[src/rtl/riscv_ctrl_pkg.sv]
// Shared definitions for the pipeline control decoder.
// Contents:
//   - opcode constants for the supported instruction classes
//   - funct3/funct7 constants used by the byte-access and ALU decode
//   - aluop_t      : 2-bit ALU operation class from the main decoder
//   - alu_ctrl_t   : 3-bit ALU operation driven to the E stage
//   - e/m/w_ctrl_t : control bits carried in each stage register
package riscv_ctrl_pkg;

  localparam logic [6:0] OP_RTYPE = 7'b0110011;
  localparam logic [6:0] OP_ADDI  = 7'b0010011;
  localparam logic [6:0] OP_LOAD  = 7'b0000011;
  localparam logic [6:0] OP_STORE = 7'b0100011;
  localparam logic [6:0] OP_BEQ   = 7'b1100011;
  localparam logic [6:0] OP_JAL   = 7'b1101111;

  // LB/SB; every other funct3 on a load/store is treated as a word access
  localparam logic [2:0] F3_BYTE = 3'b000;

  localparam logic [6:0] F7_ADD = 7'b0000000;
  localparam logic [6:0] F7_SUB = 7'b0100000;
  localparam logic [6:0] F7_MUL = 7'b0000001;

  typedef enum logic [1:0] {
    ALUOP_ADD   = 2'b00,
    ALUOP_SUB   = 2'b01,
    ALUOP_FUNCT = 2'b10
  } aluop_t;

  typedef enum logic [2:0] {
    ALU_ADD = 3'b000,
    ALU_SUB = 3'b001,
    ALU_MUL = 3'b010
  } alu_ctrl_t;

  typedef struct packed {
    logic      regwrite;
    logic      memwrite;
    logic      memtoreg;
    logic      byte_acc;
    logic      alusrc;
    alu_ctrl_t alu_ctrl;
  } e_ctrl_t;

  typedef struct packed {
    logic regwrite;
    logic memwrite;
    logic memtoreg;
    logic byte_acc;
  } m_ctrl_t;

  typedef struct packed {
    logic regwrite;
    logic memtoreg;
    logic byte_acc;
  } w_ctrl_t;

endpackage

[src/rtl/pipe_control_decoder_if.sv]
// Signal bundle between the datapath and the pipeline control decoder.
// Flow control: there is no valid/ready pair. ihit and dhit act as the only
// handshake: when either is low the control pipeline freezes (no stage
// register updates) and resumes on the first rising clock edge where both
// are high. Opcode/funct fields belong to the instruction currently in D.
//   master : datapath side  (drives ihit/dhit/opcode/funct3/funct7)
//   slave  : decoder side   (drives all control outputs)
interface pipe_control_decoder_if;

  logic       ihit;
  logic       dhit;
  logic [6:0] opcode;
  logic [2:0] funct3;
  logic [6:0] funct7;

  logic       RegWrite;
  logic       MemWrite;
  logic       MemWriteD;
  logic       LoadD;
  logic       BranchD;
  logic       JumpD;
  logic       ByteD;
  logic       ALUSrcE;
  logic       ByteW;
  logic       MemtoRegW;
  logic [2:0] ALUControl;

  modport master (
    output ihit, dhit, opcode, funct3, funct7,
    input  RegWrite, MemWrite, MemWriteD, LoadD, BranchD, JumpD, ByteD,
    input  ALUSrcE, ByteW, MemtoRegW, ALUControl
  );

  modport slave (
    input  ihit, dhit, opcode, funct3, funct7,
    output RegWrite, MemWrite, MemWriteD, LoadD, BranchD, JumpD, ByteD,
    output ALUSrcE, ByteW, MemtoRegW, ALUControl
  );

endinterface

[src/rtl/alu_op_decode.sv]
// ALU operation decode: maps the main decoder's aluop class plus funct7
// to the 3-bit ALU operation. Purely combinational.
// Ports:
//   aluop    in  2  operation class (ADD / SUB / decode funct7)
//   funct7   in  7  instruction bits [31:25]
//   alu_ctrl out 3  ALU operation (ADD=000, SUB=001, MUL=010)
module alu_op_decode
  import riscv_ctrl_pkg::*;
(
  input  aluop_t     aluop,
  input  logic [6:0] funct7,
  output alu_ctrl_t  alu_ctrl
);

  always_comb begin
    alu_ctrl = ALU_ADD;
    case (aluop)
      ALUOP_ADD: alu_ctrl = ALU_ADD;
      ALUOP_SUB: alu_ctrl = ALU_SUB;
      ALUOP_FUNCT: begin
        // unknown funct7 values fall back to ADD rather than a reserved code
        case (funct7)
          F7_SUB:  alu_ctrl = ALU_SUB;
          F7_MUL:  alu_ctrl = ALU_MUL;
          default: alu_ctrl = ALU_ADD;
        endcase
      end
      default: alu_ctrl = ALU_ADD;
    endcase
  end

endmodule

[src/rtl/pipe_control_decoder.sv]
// Control unit for a 5-stage RISC-V pipeline. Decodes the D-stage
// instruction and carries the control bits through E, M and W stage
// registers; each output is presented in the stage that consumes it.
// Ports:
//   clk    in  pipeline clock, stage registers update on rising edge
//   reset  in  asynchronous active-high clear of all stage registers
//   bus    slave side of pipe_control_decoder_if:
//          ihit/dhit      cache hits, either low freezes the pipeline
//          opcode/funct3/funct7  D-stage instruction fields
//          MemWriteD, LoadD, BranchD, JumpD, ByteD  D-stage flags
//          ALUSrcE, ALUControl                      E-stage controls
//          MemWrite                                 M-stage store request
//          RegWrite, MemtoRegW, ByteW               W-stage controls
module pipe_control_decoder
  import riscv_ctrl_pkg::*;
(
  input logic                  clk,
  input logic                  reset,
  pipe_control_decoder_if.slave bus
);

  logic      stall;
  logic      regwrite_d;
  logic      memwrite_d;
  logic      memtoreg_d;
  logic      load_d;
  logic      branch_d;
  logic      jump_d;
  logic      byte_d;
  logic      alusrc_d;
  aluop_t    aluop_d;
  alu_ctrl_t alu_ctrl_d;

  e_ctrl_t e_q;
  m_ctrl_t m_q;
  w_ctrl_t w_q;

  assign stall = ~bus.ihit | ~bus.dhit;

  // Main decode; unsupported opcodes (including the all-zero bubble the
  // datapath injects on flush) decode to all-zero controls.
  always_comb begin
    regwrite_d = 1'b0;
    memwrite_d = 1'b0;
    memtoreg_d = 1'b0;
    load_d     = 1'b0;
    branch_d   = 1'b0;
    jump_d     = 1'b0;
    alusrc_d   = 1'b0;
    aluop_d    = ALUOP_ADD;
    case (bus.opcode)
      OP_RTYPE: begin
        regwrite_d = 1'b1;
        aluop_d    = ALUOP_FUNCT;
      end
      OP_ADDI: begin
        regwrite_d = 1'b1;
        alusrc_d   = 1'b1;
      end
      OP_LOAD: begin
        regwrite_d = 1'b1;
        alusrc_d   = 1'b1;
        load_d     = 1'b1;
        memtoreg_d = 1'b1;
      end
      OP_STORE: begin
        memwrite_d = 1'b1;
        alusrc_d   = 1'b1;
      end
      OP_BEQ: begin
        branch_d = 1'b1;
        aluop_d  = ALUOP_SUB;
      end
      OP_JAL: begin
        regwrite_d = 1'b1;
        jump_d     = 1'b1;
      end
      default: ;
    endcase
  end

  assign byte_d = (load_d | memwrite_d) & (bus.funct3 == F3_BYTE);

  alu_op_decode u_alu_op_decode (
    .aluop    (aluop_d),
    .funct7   (bus.funct7),
    .alu_ctrl (alu_ctrl_d)
  );

  // Stage registers freeze together with the datapath on any cache miss.
  always_ff @(posedge clk or posedge reset) begin
    if (reset) begin
      e_q <= '0;
      m_q <= '0;
      w_q <= '0;
    end else if (!stall) begin
      e_q.regwrite <= regwrite_d;
      e_q.memwrite <= memwrite_d;
      e_q.memtoreg <= memtoreg_d;
      e_q.byte_acc <= byte_d;
      e_q.alusrc   <= alusrc_d;
      e_q.alu_ctrl <= alu_ctrl_d;

      m_q.regwrite <= e_q.regwrite;
      m_q.memwrite <= e_q.memwrite;
      m_q.memtoreg <= e_q.memtoreg;
      m_q.byte_acc <= e_q.byte_acc;

      w_q.regwrite <= m_q.regwrite;
      w_q.memtoreg <= m_q.memtoreg;
      w_q.byte_acc <= m_q.byte_acc;
    end
  end

  // W holds its instruction across a stall; gating the write enable means
  // the register file only commits it on the single non-stalled edge.
  assign bus.RegWrite   = w_q.regwrite & ~stall;
  // The store request must stay up while the D-cache services the miss.
  assign bus.MemWrite   = m_q.memwrite;
  assign bus.MemWriteD  = memwrite_d;
  assign bus.LoadD      = load_d;
  assign bus.BranchD    = branch_d;
  assign bus.JumpD      = jump_d;
  assign bus.ByteD      = byte_d;
  assign bus.ALUSrcE    = e_q.alusrc;
  assign bus.ALUControl = e_q.alu_ctrl;
  assign bus.ByteW      = w_q.byte_acc;
  assign bus.MemtoRegW  = w_q.memtoreg;

endmodule

[src/flat_wrapper.sv]
// flat-port wrapper written by rule: the top's interface ports become plain ports
module pipe_control_decoder_flat import riscv_ctrl_pkg::*;
  (clk, reset, bus_ihit, bus_dhit, bus_opcode, bus_funct3, bus_funct7, bus_RegWrite, bus_MemWrite, bus_MemWriteD, bus_LoadD, bus_BranchD, bus_JumpD, bus_ByteD, bus_ALUSrcE, bus_ByteW, bus_MemtoRegW, bus_ALUControl);
  pipe_control_decoder_if bus_i ();
  input logic clk;
  input logic reset;
  input wire logic [$bits(bus_i.ihit)-1:0] bus_ihit;
  input wire logic [$bits(bus_i.dhit)-1:0] bus_dhit;
  input wire logic [$bits(bus_i.opcode)-1:0] bus_opcode;
  input wire logic [$bits(bus_i.funct3)-1:0] bus_funct3;
  input wire logic [$bits(bus_i.funct7)-1:0] bus_funct7;
  output wire logic [$bits(bus_i.RegWrite)-1:0] bus_RegWrite;
  output wire logic [$bits(bus_i.MemWrite)-1:0] bus_MemWrite;
  output wire logic [$bits(bus_i.MemWriteD)-1:0] bus_MemWriteD;
  output wire logic [$bits(bus_i.LoadD)-1:0] bus_LoadD;
  output wire logic [$bits(bus_i.BranchD)-1:0] bus_BranchD;
  output wire logic [$bits(bus_i.JumpD)-1:0] bus_JumpD;
  output wire logic [$bits(bus_i.ByteD)-1:0] bus_ByteD;
  output wire logic [$bits(bus_i.ALUSrcE)-1:0] bus_ALUSrcE;
  output wire logic [$bits(bus_i.ByteW)-1:0] bus_ByteW;
  output wire logic [$bits(bus_i.MemtoRegW)-1:0] bus_MemtoRegW;
  output wire logic [$bits(bus_i.ALUControl)-1:0] bus_ALUControl;
  assign bus_i.ihit = bus_ihit;
  assign bus_i.dhit = bus_dhit;
  assign bus_i.opcode = bus_opcode;
  assign bus_i.funct3 = bus_funct3;
  assign bus_i.funct7 = bus_funct7;
  assign bus_RegWrite = bus_i.RegWrite;
  assign bus_MemWrite = bus_i.MemWrite;
  assign bus_MemWriteD = bus_i.MemWriteD;
  assign bus_LoadD = bus_i.LoadD;
  assign bus_BranchD = bus_i.BranchD;
  assign bus_JumpD = bus_i.JumpD;
  assign bus_ByteD = bus_i.ByteD;
  assign bus_ALUSrcE = bus_i.ALUSrcE;
  assign bus_ByteW = bus_i.ByteW;
  assign bus_MemtoRegW = bus_i.MemtoRegW;
  assign bus_ALUControl = bus_i.ALUControl;
  pipe_control_decoder u_core (.clk(clk), .reset(reset), .bus(bus_i));
endmodule
[config.mk]
export PLATFORM = sky130hd
export DESIGN_NAME = pipe_control_decoder_flat
export DESIGN_NICKNAME = d
export VERILOG_FILES = /design/src/rtl/riscv_ctrl_pkg.sv /design/src/rtl/pipe_control_decoder_if.sv /design/src/rtl/alu_op_decode.sv /design/src/rtl/pipe_control_decoder.sv /design/src/flat_wrapper.sv
export SDC_FILE = /design/constraint.sdc
export NUM_CORES = 1
export LEC_CHECK = 0
export CAP_MARGIN = 10
export CORE_MARGIN = 1.5
export CORE_UTILIZATION = 42
export CTS_CLUSTER_SIZE = 30
export DETAILED_ROUTE_END_ITERATION = 10
export HOLD_SLACK_MARGIN = 0.08
export PLACE_DENSITY_LB_ADDON = 0.3
export SYNTH_ARGS = -nofsm -noshare
export SYNTH_HDL_FRONTEND = slang
export SYNTH_HIERARCHICAL = 1
export SYNTH_SLANG_ARGS = --single-unit
[constraint.sdc]
create_clock -name clk -period 1.57 [get_ports clk]
set_input_delay 0.3925 -clock clk [delete_from_list [all_inputs] [get_ports clk]]
set_output_delay 0.3925 -clock clk [all_outputs]
set_load 0.02 [all_outputs]
==> metrics.md, run 1 <==
| Metric | Value |
|---|---|
| Final setup fails | `7` |
| Ant diodes | `0` |
| Vias in the first global route | `787` |
| Max Fanout on Critical Path | `3` |
| Yosys warning total | `6` |
| Fmax | `502 MHz` |
| Post-synth EDFFs | `0` |
| Final GP Congestion | `0.765` |
| Post-route clock period utilization | `1.27` |
| Clock tree buffer depth | `2` |
| Worst min-delay path class | `input port to asynchronous set/reset pin` |
| Peak VDD IR | `584 uV` |
| DRC viols | `0` |
| Worst skew pair latency | `0.28 ns` |
| Status | `finished, violations left` |
| Vias/cell | `5.04` |
| Mapped Avg Cell Area | `11.7 um^2` |
| Worst EP required | `1.18 ns` |
| CTS tree | `built` |
| Initial DRC count | `2` |
| I/O pins | `34` |
| Minimum clock period | `1.99 ns` |
| Height of the die | `47.5 um` |
| Worst Skew | `0.000784 ns` |
| Clk root buf | `clkbuf_4` |
| Total CTS buffers | `3` |
| Power Density | `582 nW/um^2` |
| Pre-Repair DR Iteration Count | `4` |
| Total grt overflow | `0` |
| Initial core utilization | `0.462` |
| Detail Route Antenna Nets | `0` |
| Crit path launch type | `input port` |
| Post-layout util | `0.790` |
| WS Path Type | `input port to output pin` |
| Core ar. | `1800 um^2` |
| Average wire per cell in the routed design | `17.0 um` |
| Largest net degree at the start of global routing | `19` |
| Share of layout cells above drive strength 1 | `0.583` |
| Number of core rows | `15` |
| RSZ-0062 raised after global routing | `yes` |
| Cells after Synth | `71` |
| Final Hold Vio Count | `0` |
| Post-synth net total | `94` |
| Clk slew on worst S/H paths | `0.08 ns` |
| Port buffer count | `33` |
| #FFs+latches synth | `15` |
| Slew Limit Fails | `0` |
| DIE AREA | `2260 um^2` |
| Synthesized area | `833 um^2` |
| Register area | `375 um^2` |
| CTS sink cnt | `15` |
| Unique masters post-synth | `30` |
| Dominant synthesized flop cell | `dfrtp_1` |
| Final wirelength | `2.58 mm` |
| Pre-CTS setup slack | `-0.941 ns` |
| Area of the multi-input gates | `469 um^2` |
| Max-Cap Viols | `0` |
| Fillers | `124` |
| Sequential share of the synthesized area | `0.450` |
| DIE WIDTH | `47.5 um` |
| Area Overhead vs Synth | `70.7%` |
| Global-route usage over all layers | `0.223` |
| Nets | `151` |
| CP Capture Type | `output pin` |
| FFs w/ async S/R, synth | `1.00` |
| Global-route wire length before repair | `3.35 mm` |
| CP arrival | `1.60 ns` |
| Antenna violations before repair | `0` |
| CTS Hold Buffers Added | `0` |
| Cell accounting for the most synthesized area | `dfrtp_1` |
| H-tree Lvls | `1` |
| Post-DP HPWL | `1.57 mm` |
| Setup WS post-layout | `-0.421 ns` |
| Area share of the largest cell type after synthesis | `0.450` |
| Failing checks | `setup timing` |
| Synth area leaders | `dfrtp_1 45%, mux2_2 12%, buf_4 3.6%` |
| Lkg Pwr | `0.687 nW` |
| DR vias | `766` |
synthesized netlist by cell type (2+ instances only):
cell / instances
mux2_2: 9
dfrtp_1: 15
buf_2: 2
nor4_2: 2
nor2_1: 7
inv_1: 4
ha_1: 2
nand2_1: 5
buf_4: 4
state kept, by name, summed over array words and instances (netlist names):
signal and count:
u_core/bus.ALUControl 3, u_core/bus.ALUSrcE 1, u_core/bus.ByteW 1, u_core/bus.MemWrite 1, u_core/bus.MemtoRegW 1, u_core/e_q 4
u_core/m_q 3, u_core/w_q 1
layer usage:
layer,global-route usage,vias up,share of wire
met2,0.427,26,0.60
li1,-,358,-
met3,0.0906,10,0.055
met4,0.0919,0,0.035
met5,0,-,0
met1,0.205,372,0.31
placed cells by master (no fill, tap or decap), types with 2 or more instances in the layout:
master	netlist	routed
clkbuf_4	0	3
nor2_4	0	4
dlygate4sd2_1	0	9
mux2_2	9	9
nor4_2	2	2
buf_6	0	12
buf_2	2	6
clkdlybuf4s50_1	0	9
nand2_1	5	4
nor2_1	7	2
dfrtp_1	15	15
inv_1	4	3
buf_4	4	21
repair_timing:
item,4_1_cts,5_1_grt
pin swaps,12,3
endpoints found under the setup margin,15,8
buffers inserted,8,3
gates resized for setup,83,11
gates cloned,0,0
power breakdown:
| part | internal, mW | switching [mW] | total, mW |
|---|---|---|---|
| clock network | 0.0946 | 0.118 | 0.212 |
| logic | 0.108 | 0.0856 | 0.194 |
| registers | 0.408 | 0.0135 | 0.422 |
| total | 0.611 | 0.217 | 0.828 |
critical path, stage by stage:
cell,delay [ns]
buf_6,0.09
nand4bb_4,0.21
or2_4,0.26
buf_6,0.12
buf_6,0.11
nor3_2,0.22
buf_4,0.19
area by class of cell:
cell class                      instances  share of cell area
Timing Repair Buffer                   58               0.354
Clock inverter                          1             0.00352
Sequential cell                        15               0.264
Multi-Input combinational cell         46               0.330
Clock buffer                            3              0.0158
Tap cell                               25              0.0220
Inverter                                4              0.0106
cell families after synthesis:
kind of cell             Yosys count  synth area share
AND/OR/NAND/NOR                   27             0.243
flip-flops                        15             0.450
buffers and inverters             10            0.0661
multiplexers                      10             0.135
AO/OA/AOI/OAI                      6            0.0706
adder cells (fa/ha/maj)            2            0.0300
other                              1           0.00450
final timing paths:
kind / start / endpoint / slack (ns) / cells past startpoint
max: bus_opcode[3] / bus_LoadD / -0.42 / 7
min: reset / u_core/bus.MemWrite$_DFFE_PP0N_ / 0.40 / 3
max reg2reg: u_core/m_q[3]$_DFFE_PP0N_ / u_core/w_q[2]$_DFFE_PP0N_ / 0.79 / 1
min reg2reg: u_core/e_q[4]$_DFFE_PP0N_ / u_core/e_q[4]$_DFFE_PP0N_ / 0.49 / 1
max in group asynchronous: reset / u_core/e_q[6]$_DFFE_PP0N_ / 1.00 / 3
min in group clk: u_core/e_q[4]$_DFFE_PP0N_ / u_core/e_q[4]$_DFFE_PP0N_ / 0.49 / 1
per-stage QoR:
step	setup TNS (ns)	hold slack, ns	cell area, um^2	instances	total power [mW]
2_1_floorplan	-0.966	0.294	862	71	0.501
3_3_place_gp	-7.76	0.460	1280	137	0.599
3_5_place_dp	-8.31	0.479	1280	137	0.607
4_1_cts	-0.898	0.400	1360	149	0.822
5_1_grt	-1.64	0.439	1420	152	0.867
6_report	-1.46	0.404	1420	152	0.828
No activity file was read; power rests on OpenSTA's default activity.
==> inputs of run 2 (changes only) <==
- CORE_ASPECT_RATIO: default -> 1.4
==> metrics.md, run 2 (synthesis results as in run 1) <==
| Metric | Value |
|---|---|
| Worst EP required | `1.79 ns (was 1.18 ns)` |
| Total CTS buffers | `3 (unchanged)` |
| Setup WS post-layout | `-0.202 ns (was -0.421 ns)` |
| Final setup fails | `6 (was 7)` |
| Max-Cap Viols | `0 (unchanged)` |
| Register area | `375 um^2 (unchanged)` |
| Cell Area, Placed | `1280 um^2 (about the same)` |
| WP buf/inv | `3 (was 4)` |
| Worst min-delay path class | `input port to asynchronous set/reset pin (unchanged)` |
| Crit-path leading delay family | `simple AND/OR/NAND/NOR gates (unchanged)` |
| DIE WIDTH | `40.6 um (was 47.5 um)` |
| CP arrival | `1.99 ns (was 1.60 ns)` |
| Fmax | `564 MHz (was 502 MHz)` |
| Slew Limit Fails | `0 (unchanged)` |
| Final hold slack | `0.403 ns (was 0.404 ns)` |
| Height of the die | `55.7 um (was 47.5 um)` |
| Initial core utilization | `0.457 (was 0.462)` |
| Average wire per cell in the routed design | `12.8 um (was 17.0 um)` |
| Largest stage delay, worst path | `0.28 ns (was 0.26 ns)` |
| Port buffer count | `33 (unchanged)` |
| Power Density | `598 nW/um^2 (was 582 nW/um^2)` |
| Failing checks | `setup timing (unchanged)` |
| Largest net degree at the start of global routing | `19 (unchanged)` |
| Clock tree buffer depth | `2 (unchanged)` |
| Share of layout cells above drive strength 1 | `0.533 (was 0.583)` |
| Nets | `144 (was 151)` |
| Crit path launch type | `input port (unchanged)` |
| Ant diodes | `0 (unchanged)` |
| Detail Route Antenna Nets | `0 (unchanged)` |
| Area Overhead vs Synth | `62.6% (was 70.7%)` |
| Core ar. | `1820 um^2 (was 1800 um^2)` |
| Clk root buf | `clkbuf_4 (unchanged)` |
| Status | `finished, violations left (unchanged)` |
| Antenna violations before repair | `0 (unchanged)` |
| CP Capture Type | `flop (was output pin)` |
| WS Path Type | `input port to flop (was input port to output pin)` |
| Post-DP HPWL | `1.40 mm (was 1.57 mm)` |
| Most frequent cells in the layout | `18 x buf_4, 15 x dfrtp_1, 10 x dlygate4sd2_1, 9 x mux2_2, 8 x clkdlybuf4s50_1 (was 21 x buf_4, 15 x dfrtp_1, 12 x buf_6)` |
| Worst Skew | `0.00443 ns (was 0.000784 ns)` |
| Fillers | `137 (was 124)` |
| Final Hold Vio Count | `0 (unchanged)` |
| R2R depth | `1 (unchanged)` |
| Minimum clock period | `1.77 ns (was 1.99 ns)` |
| RSZ-0062 raised after global routing | `yes (unchanged)` |
| Crit-path cells | `dlygate4sd2_1, or2_4, buf_6, nor2_4, ha_2, nor4b_4, buf_4, a41oi_2, nor2_1, mux2_2 (was buf_6, nand4bb_4, or2_4, buf_6, buf_6, nor3_2, buf_4)` |
| CP Depth | `10 (was 7)` |
| Final GP Congestion | `0.782 (was 0.765)` |
| Slowest CP cell | `dlygate4sd2_1 (was or2_4)` |
| Vias in the first global route | `761 (was 787)` |
| Final wirelength | `1.79 mm (was 2.58 mm)` |
| Global-route usage over all layers | `0.189 (was 0.223)` |
| Post-route clock period utilization | `1.13 (was 1.27)` |
| Peak VDD IR | `541 uV (was 584 uV)` |
| CTS sink cnt | `15 (unchanged)` |
| Worst skew pair latency | `0.28 ns (about the same)` |
| Commonest non-fill, non-tap cell in the layout | `buf_4 (unchanged)` |
| H-tree Lvls | `1 (unchanged)` |
| Clk slew on worst S/H paths | `0.09 ns (was 0.08 ns)` |
| I/O pins | `34 (unchanged)` |
| Initial DRC count | `5 (was 2)` |
| Number of core rows | `18 (was 15)` |
| CTS Hold Buffers Added | `0 (unchanged)` |
| Reg with most FFs | `u_core/e_q (unchanged)` |
| DIE AREA | `2260 um^2 (about the same)` |
| Lkg Pwr | `0.660 nW (was 0.687 nW)` |
| Max Fanout on Critical Path | `4 (was 3)` |
| Max FFs per register | `4 (unchanged)` |
| DRC viols | `0 (unchanged)` |
| Vias/cell | `5.05 (was 5.04)` |
| Global-route wire length before repair | `2.97 mm (was 3.35 mm)` |
| Total grt overflow | `0 (unchanged)` |
| Post-layout power | `810 uW (was 828 uW)` |
| Pre-Repair DR Iteration Count | `4 (unchanged)` |
| Final Cell Area | `1360 um^2 (was 1420 um^2)` |
| Area of the multi-input gates | `470 um^2 (was 469 um^2)` |
| DR vias | `707 (was 766)` |
| CTS tree | `built (unchanged)` |
[run 2: worst paths after layout]
check	start	endpoint	slack [ns]
max	bus_opcode[6]	u_core/bus.ALUControl[0]$_DFFE_PP0N_	-0.20
min	reset	u_core/bus.MemWrite$_DFFE_PP0N_	0.40
max reg2reg	u_core/m_q[0]$_DFFE_PP0N_	u_core/m_q[0]$_DFFE_PP0N_	0.80
min reg2reg	u_core/e_q[4]$_DFFE_PP0N_	u_core/e_q[4]$_DFFE_PP0N_	0.49
max in group asynchronous	reset	u_core/e_q[4]$_DFFE_PP0N_	0.99
min in group clk	u_core/e_q[4]$_DFFE_PP0N_	u_core/e_q[4]$_DFFE_PP0N_	0.49
[run 2: layout make-up]
| cell class | instances | share of cell area |
|---|---|---|
| Multi-Input combinational cell | 46 | 0.347 |
| Timing Repair Buffer | 51 | 0.326 |
| Sequential cell | 15 | 0.277 |
| Tap cell | 20 | 0.0185 |
| Clock buffer | 3 | 0.0166 |
| Inverter | 4 | 0.0111 |
| Clock inverter | 1 | 0.00369 |
[run 2: repair_timing]
action | in CTS | in global routing
setup endpoints to repair | 15 | 8
resized for setup | 77 | 8
pin swaps | 11 | 6
buffers inserted | 4 | 0
[run 2: metal layers]
| layer | up-vias | part of all wire | GRT usage |
|---|---|---|---|
| li1 | 342 | - | - |
| met1 | 342 | 0.36 | 0.194 |
| met2 | 21 | 0.59 | 0.333 |
| met3 | 2 | 0.039 | 0.0240 |
| met4 | 0 | 0.0090 | 0.100 |
| met5 | - | 0 | 0 |
[run 2: power breakdown]
group | switching, mW | total (mW) | internal (mW)
registers | 0.0104 | 0.419 | 0.408
clock network | 0.122 | 0.217 | 0.0944
logic | 0.0748 | 0.175 | 0.0997
total | 0.207 | 0.810 | 0.602
[run 2: metrics by stage]
| step | util | cells | TNS (ns) | setup slack [ns] |
|---|---|---|---|---|
| after floorplan | - | 71 | -0.966 | -0.291 |
| after global placement | 0.700 | 132 | -8.06 | -0.942 |
| after detailed placement | 0.700 | 132 | -8.31 | -0.938 |
| after CTS | 0.725 | 140 | -1.01 | -0.274 |
| after global routing | 0.743 | 140 | -1.23 | -0.289 |
| final | 0.743 | 140 | -0.836 | -0.202 |
